**config.mk**
```make
export PLATFORM = sky130hd
export DESIGN_NAME = mem_arbiter
export DESIGN_NICKNAME = d
export VERILOG_FILES = /design/src/rtl/mem_arbiter.sv
export SDC_FILE = /design/constraint.sdc
export NUM_CORES = 1
export LEC_CHECK = 0
export CORE_MARGIN = 5
export CORE_UTILIZATION = 34
export DETAILED_ROUTE_END_ITERATION = 16
export GPL_TIMING_DRIVEN = 0
export PLACE_DENSITY_LB_ADDON = 0.1
export SYNTH_ARGS = -nofsm -noshare
export SYNTH_HDL_FRONTEND = slang
export SYNTH_SLANG_ARGS = --single-unit
```
**constraint.sdc**
```tcl
create_clock -name clk -period 2.7 [get_ports clk]
set_clock_uncertainty 0.1 [all_clocks]
set_input_delay 0.405 -clock clk [delete_from_list [all_inputs] [get_ports clk]]
set_output_delay 0.405 -clock clk [all_outputs]
set_load 0.1 [all_outputs]
```
**src/rtl/mem_arbiter.sv**
```systemverilog
// Two-master arbiter for the shared synchronous-read memory bus: 6502 CPU plus a
// secondary byte-wide master, with bounded bursts and per-master read-data alignment.
module mem_arbiter #(
  parameter int unsigned MAX_BURST = 4
) (
  input  logic        clk,
  input  logic        reset,
  input  logic [15:0] cpu_ab,
  input  logic [7:0]  cpu_do,
  input  logic        cpu_we,
  output logic        cpu_rdy,
  output logic [7:0]  cpu_di,
  input  logic        dma_req,
  input  logic [15:0] dma_ab,
  input  logic        dma_we,
  input  logic [7:0]  dma_do,
  output logic        dma_gnt,
  output logic        dma_rvalid,
  output logic [7:0]  dma_rdata,
  output logic [15:0] mem_ab,
  output logic        mem_we,
  output logic [7:0]  mem_do,
  input  logic [7:0]  mem_di,
  output logic [15:0] stall_cnt
);

  localparam logic [3:0] BURST_LIM = 4'(MAX_BURST);

  logic [3:0]  bcnt;
  logic        own_q;
  logic        rd_q;
  logic [7:0]  di_hold;

  // Grant depends only on the request and registered state, never on mem_di.
  assign dma_gnt = dma_req & (bcnt < BURST_LIM) & ~reset;
  assign cpu_rdy = ~dma_gnt;

  // NOTE: every output of a combinational block gets a default first, so no
  // path through the block can leave a value unassigned and infer a latch.
  always_comb begin
    mem_ab = cpu_ab;
    mem_we = cpu_we;
    mem_do = cpu_do;
    if (dma_gnt) begin
      mem_ab = dma_ab;
      mem_we = dma_we;
      mem_do = dma_do;
    end
  end

  // mem_di always carries the data of the previous cycle's owner.
  assign dma_rvalid = own_q & rd_q;
  assign dma_rdata  = mem_di;
  assign cpu_di     = own_q ? di_hold : mem_di;

  // NOTE: state registers use non-blocking assignments so every register
  // samples the pre-edge values, independent of statement order.
  always_ff @(posedge clk) begin
    if (reset) begin
      bcnt      <= 4'd0;
      own_q     <= 1'b0;
      rd_q      <= 1'b0;
      di_hold   <= 8'h00;
      stall_cnt <= 16'h0000;
    end else begin
      bcnt  <= dma_gnt ? bcnt + 4'd1 : 4'd0;
      own_q <= dma_gnt;
      rd_q  <= dma_gnt & ~dma_we;
      // Capture the CPU's own read data so a stalled CPU keeps seeing it.
      if (!own_q) di_hold <= mem_di;
      if (!cpu_rdy && stall_cnt != 16'hFFFF) stall_cnt <= stall_cnt + 16'd1;
    end
  end

endmodule
```
==> flow_summary.yaml, run 1 <==
run_status:
  run_status: "completed"
yosys:
  synth_edf_count: 0
  synth_area_leaders: "dfxtp_1, nand2_1, mux2_2"
  yosysTopAreaCellShare_pct: 36.4
  ys_types: 35
  postSynthCellCount: 223
  synth_nets: 286
  synthFlopType: "dfxtp_1"
  syn_area_um2: 1650
  synth_top_cell_by_area: "dfxtp_1"
  async_flop_share_pct: 0
  ys.warnings.count: 0
  avgSynthCellArea_um2: 7.39
  ys_seq_area_share_pct: 36.4
  synth-seq-cells: 30
run:
  drv_cap: 0
placement:
  gp_congestion: 0.809
  io_buffers: 119
  dp_hpwl_um: 4250
hold_path:
  hold_class: "in -> reg"
floorplan:
  coreArea_um2: 4720
  initial_core_util_pct: 34.9
  pin_count: 121
  die_x_um: 79.6
  die_h_um: 79.6
  row_count: 25
  dieArea_um2: 6340
routing:
  ant_nets: 0
  drt-total-wl_um: 5190
  drtIter0Drc: 72
  drt_drc_violations_left: 0
  vias: 1948
  wl_per_cell_um: 12.4
  dr.pass1.iters: 4
  via_per_inst: 4.67
worst_setup_path:
  crit_type: "in -> out"
  startpoint_type: "input pin"
  arrival_ns: 2.11
  path_max_fanout: 10
  crit_path_end_kind: "output pin"
  cp.required_ns: 2.19
timing:
  setup_viol: 0
  maxSlewHeadroom_pct: 34.0
  slew_violations: 0
  fin_crit_ns: 2.62
  whs_ns: 0.239
  rsz0062_at_grt: "false"
  worstMarginPinSlew_ns: 0.987
  finalHoldViolCount: 0
  fmax_ghz: 0.382
  post-route-period-util_pct: 96.9
global_routing:
  grt_pass1_wl_um: 8270
  antenna_found_initial: 0
  grt_usage_pct: 16.3
  grt_max_degree: 11
  grt_pass1_vias: 1853
  grt_overflow: 0
cts:
  cts_hold_buf: 0
  insertion_delay_ns: 0.27
  clockBufferDepth: 2
  cts_tree: "yes"
  clock-root-buffer: "clkbuf_8"
  h-tree-depth: 2
  cts.sinks: 30
  cts_buffers: 5
  postCtsSetupRepairBufs: 0
  clk_pin_slew_worst_paths_ns: 0.06
finish:
  drive_above_1_share_pct: 21.4
  multi_input_area_um2: 927
  fin_util_pct: 63.1
  fill_cells: 428
  ff_latch_area_um2: 603
  layout.nets: 412
  area_delta_synth_final_pct: 80.7
  diodes: 0
pwr:
  ir_worst_vdd_mv: 0.231
  leakage_nw: 1.27
  power_density_nw_per_um2: 472
## metrics by stage
stage / total power, mW / area, µm² / setup TNS [ns] / worst slack (ns) / cells
2_1_floorplan: 0.881 / 1680 / 0 / 0.00737 / 223
4_1_cts: 1.42 / 2970 / 0 / 0.0510 / 417
3_5_place_dp: 1.07 / 2950 / -22.99 / -0.923 / 409
5_1_grt: 1.47 / 2980 / 0 / 0.00310 / 417
6_report: 1.41 / 2980 / 0 / 0.0827 / 417
3_3_place_gp: 1.07 / 2950 / -22.71 / -0.913 / 409
## final cells by class
type,count,share of cell area [%]
repair buffers,119,37.4
multi-input cells,165,31.1
clock inverters,1,0.168
inverters,6,0.756
flip-flops and latches,30,20.2
clock buffers,7,2.90
well taps,67,2.81
plain buffers,22,4.62
## critical path, cell delays in order
cell and delay [ns]:
clkdlybuf4s50_1 0.45, or4b_4 0.48, inv_2 0.09, clkbuf_2 0.21, buf_2 0.46
## final timing paths
kind	startpoint	cells after the start	slack [ns]	to
max	dma_req	5	0.08	dma_gnt
min	reset	2	0.24	stall_cnt[12]
max reg2reg	stall_cnt[5]	5	0.29	stall_cnt[9]
min reg2reg	bcnt[0]	1	0.32	bcnt[0]
## cell usage in the layout (no fill, tap or decap), drive strengths merged, types with 2 or more instances in the layout
cell type,n
o31ai,5
nor3,3
inv,6
nor4,3
mux2,9
and3,2
or2,2
o311ai,3
and2,11
dlygate4sd2,9
a21oi,9
clkbuf,19
nor2,7
or4,6
o21ai,3
or3,2
dfxtp,30
buf,37
o41ai,4
nand4,4
ha,2
nand3,5
nand2,77
clkdlybuf4s50,83
## synthesized netlist by cell type (2+ instances only)
cell type	number
nand4_1	4
clkbuf_1	12
buf_4	8
nand3_1	5
o21ai_0	3
or3_1	2
mux2_2	9
and3_1	2
and2_1	11
o41ai_1	4
nor2_1	7
nand2_1	77
or4_1	6
dfxtp_1	30
nor4_1	2
o311ai_0	3
nor3_1	3
a21oi_1	9
inv_1	5
ha_1	2
o31ai_1	5
## metal layers
layer / vias to the layer above / wire, µm / GRT usage (%)
li1: 1007 / - / -
met2: 87 / 2500 / 27.1
met3: 5 / 632 / 7.34
met1: 849 / 1990 / 18.4
met5: - / 0 / 0
met4: 0 / 59 / 5.15
## logic make-up after synthesis
kind of cell / share of synthesized area (%)
other: 0.227
buffers and inverters: 8.72
multiplexers: 6.15
flip-flops: 36.4
AO/OA/AOI/OAI: 11.0
adder cells (fa/ha/maj): 1.52
AND/OR/NAND/NOR: 36.0
## flip-flops by register name, summed over array words and instances (netlist names)
| signal | flops |
|---|---|
| bcnt | 4 |
| di_hold | 8 |
| own_q | 1 |
| rd_q | 1 |
| stall_cnt | 16 |
## report_power, final
group          switching [mW]  internal (mW)
Sequential            0.00320          0.454
Combinational           0.415          0.171
Clock                   0.158          0.205
## what timing repair did
action	in CTS	in global routing
endpoints found under the setup margin	36	22
cloned	0	0
pin swaps	0	0
resized for setup	177	3
Power figures use the tool's default switching activity.
==> run 2, diff against run 1 <==
Settings changed: CAP_MARGIN set to 40, CORE_UTILIZATION 34 to 35, CTS_BUF_LIST set to sky130_fd_sc_hd__clkbuf_4.
==> run 2 against run 1 <==
Effect of this change: cell count is 5.0% higher; non-clock buffer count rose by 34; sequential share of layout area decreased by 4.8 points; final area grew 31%; via count rose by 12%; register-to-register slack gained 0.04 ns.
==> flow_summary.yaml, run 2 (synthesis gave the netlist of run 1 again) <==
finish:
  regMostFlops: "stall_cnt"
  diodes: 0
  layout.nets: 446
  final_cells: 438
  final_common_cell: "clkdlybuf4s50_1"
  ff_latch_area_um2: 603
  final_cell_mix: "clkdlybuf4s50_1, nand2_1, buf_8"
  drive_above_1_share_pct: 28.9
  fill_cells: 254
  multi_input_area_um2: 933
  largest_register_ffs: 16
  reg_top3: "stall_cnt x16, di_hold x8, bcnt x4"
  area_delta_synth_final_pct: 136
timing:
  fmax_ghz: 0.391
  rsz0062_at_grt: "false"
  slew_violations: 0
  whs_ns: 0.175
  finalHoldViolCount: 0
  worstMarginPinSlew_ns: 0.568
  maxSlewHeadroom_pct: 61.9
  setup_viol: 0
  post-route-period-util_pct: 94.8
  fin_crit_ns: 2.56
worst_setup_path:
  ff2ff_setup_slack_ns: 0.33
  crit_chain: "clkdlybuf4s50_1, or4b_4, buf_8, clkbuf_4, nand2_1, nand2_1, buf_16"
  cp.required_ns: 2.19
  path_max_fanout: 10
  reg2reg_from: "bcnt[2]"
  r2r-end: "stall_cnt[13]"
  cpMostUsedCell: "nand2_1"
  crit_path_end_kind: "output pin"
  cp_slowest_cell: "or4b_4"
  slowest_delay_ns: 0.49
  reg2reg_depth: 6
  crit_type: "in -> out"
  worst-path-buf-inv: 4
  startpoint_type: "input pin"
  arrival_ns: 2.05
  crit_family: "buffers and inverters"
  setup.worst_path.start: "dma_req"
global_routing:
  grt_usage_pct: 23.4
  antenna_found_initial: 0
  grt_pass1_vias: 2410
  grt_pass1_wl_um: 11200
  grt_overflow: 0
  grt_max_degree: 11
floorplan:
  initial_core_util_pct: 35.4
  pin_count: 121
  die_x_um: 78.6
  die_h_um: 78.6
  dieArea_um2: 6180
  coreArea_um2: 4660
  row_count: 25
placement:
  io_buffers: 119
  dpl.cell_count: 456
  gp_congestion: 0.749
  dp_hpwl_um: 5990
pwr:
  ir_worst_vdd_mv: 0.256
  power_density_nw_per_um2: 382
  totalPowerFinal_mw: 1.49
  leakage_nw: 1.65
hold_path:
  whs_path_depth: 2
  hold_class: "in -> reg"
  hold_end: "stall_cnt[4]"
  hold_start: "reset"
cts:
  clock-root-buffer: "clkbuf_4"
  cts.sinks: 30
  insertion_delay_ns: 0.33
  cts_tree: "yes"
  cts_buffers: 5
  h-tree-depth: 2
  clockBufferDepth: 2
  clk_pin_slew_worst_paths_ns: 0.10
routing:
  drtIter0Drc: 118
  drt_drc_violations_left: 0
  via_per_inst: 5.00
  drt-total-wl_um: 7060
  vias: 2189
  ant_nets: 0
  wl_per_cell_um: 16.1
  dr.pass1.iters: 4
run_status:
  run_status: "completed"
run:
  drv_cap: 0
run 2: cell count changes in the layout (fill, tap and decap cells not counted), moves of 3 or more:
cell,change
clkbuf_2,-3
buf_2,-3
dlygate4sd2_1,-9
clkbuf_4,+6
clkbuf_8,-3
clkdlybuf4s50_1,+9
buf_12,+19
buf_8,+33
buf_4,-21
buf_16,+9
run 2: power by group:
part | internal, mW | total (mW) | switching [mW] | leakage, nW
clock | 0.108 | 0.261 | 0.153 | 0.0331
combinational | 0.313 | 0.769 | 0.456 | 1.38
sequential | 0.453 | 0.459 | 0.00558 | 0.246
total | 0.873 | 1.49 | 0.615 | 1.65
run 2: per-stage QoR:
step | setup TNS, ns | cell area [µm²] | utilization (%) | setup slack, ns
finish | 0 | 3890 | 83.6 | 0.140
global route | 0 | 3890 | 83.6 | 0.0910
CTS | -0.664 | 3890 | 83.6 | -0.298
detailed placement | -12.54 | 3950 | 84.7 | -0.550
global placement | -22.80 | 2940 | 63.0 | -0.906
floorplan | 0 | 1680 | - | 0.00737
run 2: worst max-delay path by stage:
stage / cells past startpoint / slack (ns) / end
after global routing: 7 / 0.09 / mem_do[4]
after CTS: 8 / -0.30 / mem_ab[7]
after detailed placement: 8 / -0.55 / mem_do[7]
after floorplan: 5 / 0.007 / stall_cnt[9]
final: 7 / 0.14 / mem_ab[10]
after global placement: 7 / -0.91 / mem_do[0]
run 2: cell type report:
| class | instances | share of cell area [%] |
|---|---|---|
| Multi-Input combinational cell | 165 | 24.0 |
| Buffer | 21 | 4.37 |
| Tap cell | 54 | 1.73 |
| Clock inverter | 2 | 0.225 |
| Timing Repair Buffer | 154 | 52.5 |
| Inverter | 6 | 0.578 |
| Clock buffer | 6 | 1.16 |
| Sequential cell | 30 | 15.5 |
run 2: layer usage:
layer  wire length, µm  GRT usage (%)  vias to the layer above
li1                  -              -                     1072
met5                 0              0                        -
met2              4010           45.5                       99
met4               160           11.0                        0
met3               520           7.34                       14
met1              2360           21.7                     1004
run 2: timing repair:
item | CTS | global route
setup buffers | 0 | 2
endpoints found under the hold margin | 0 | 0
gates cloned | 0 | 0
gates resized for setup | 34 | 4
pin swaps | 0 | 0
hold buffers | 0 | 0
endpoints found under the setup margin | 27 | 9
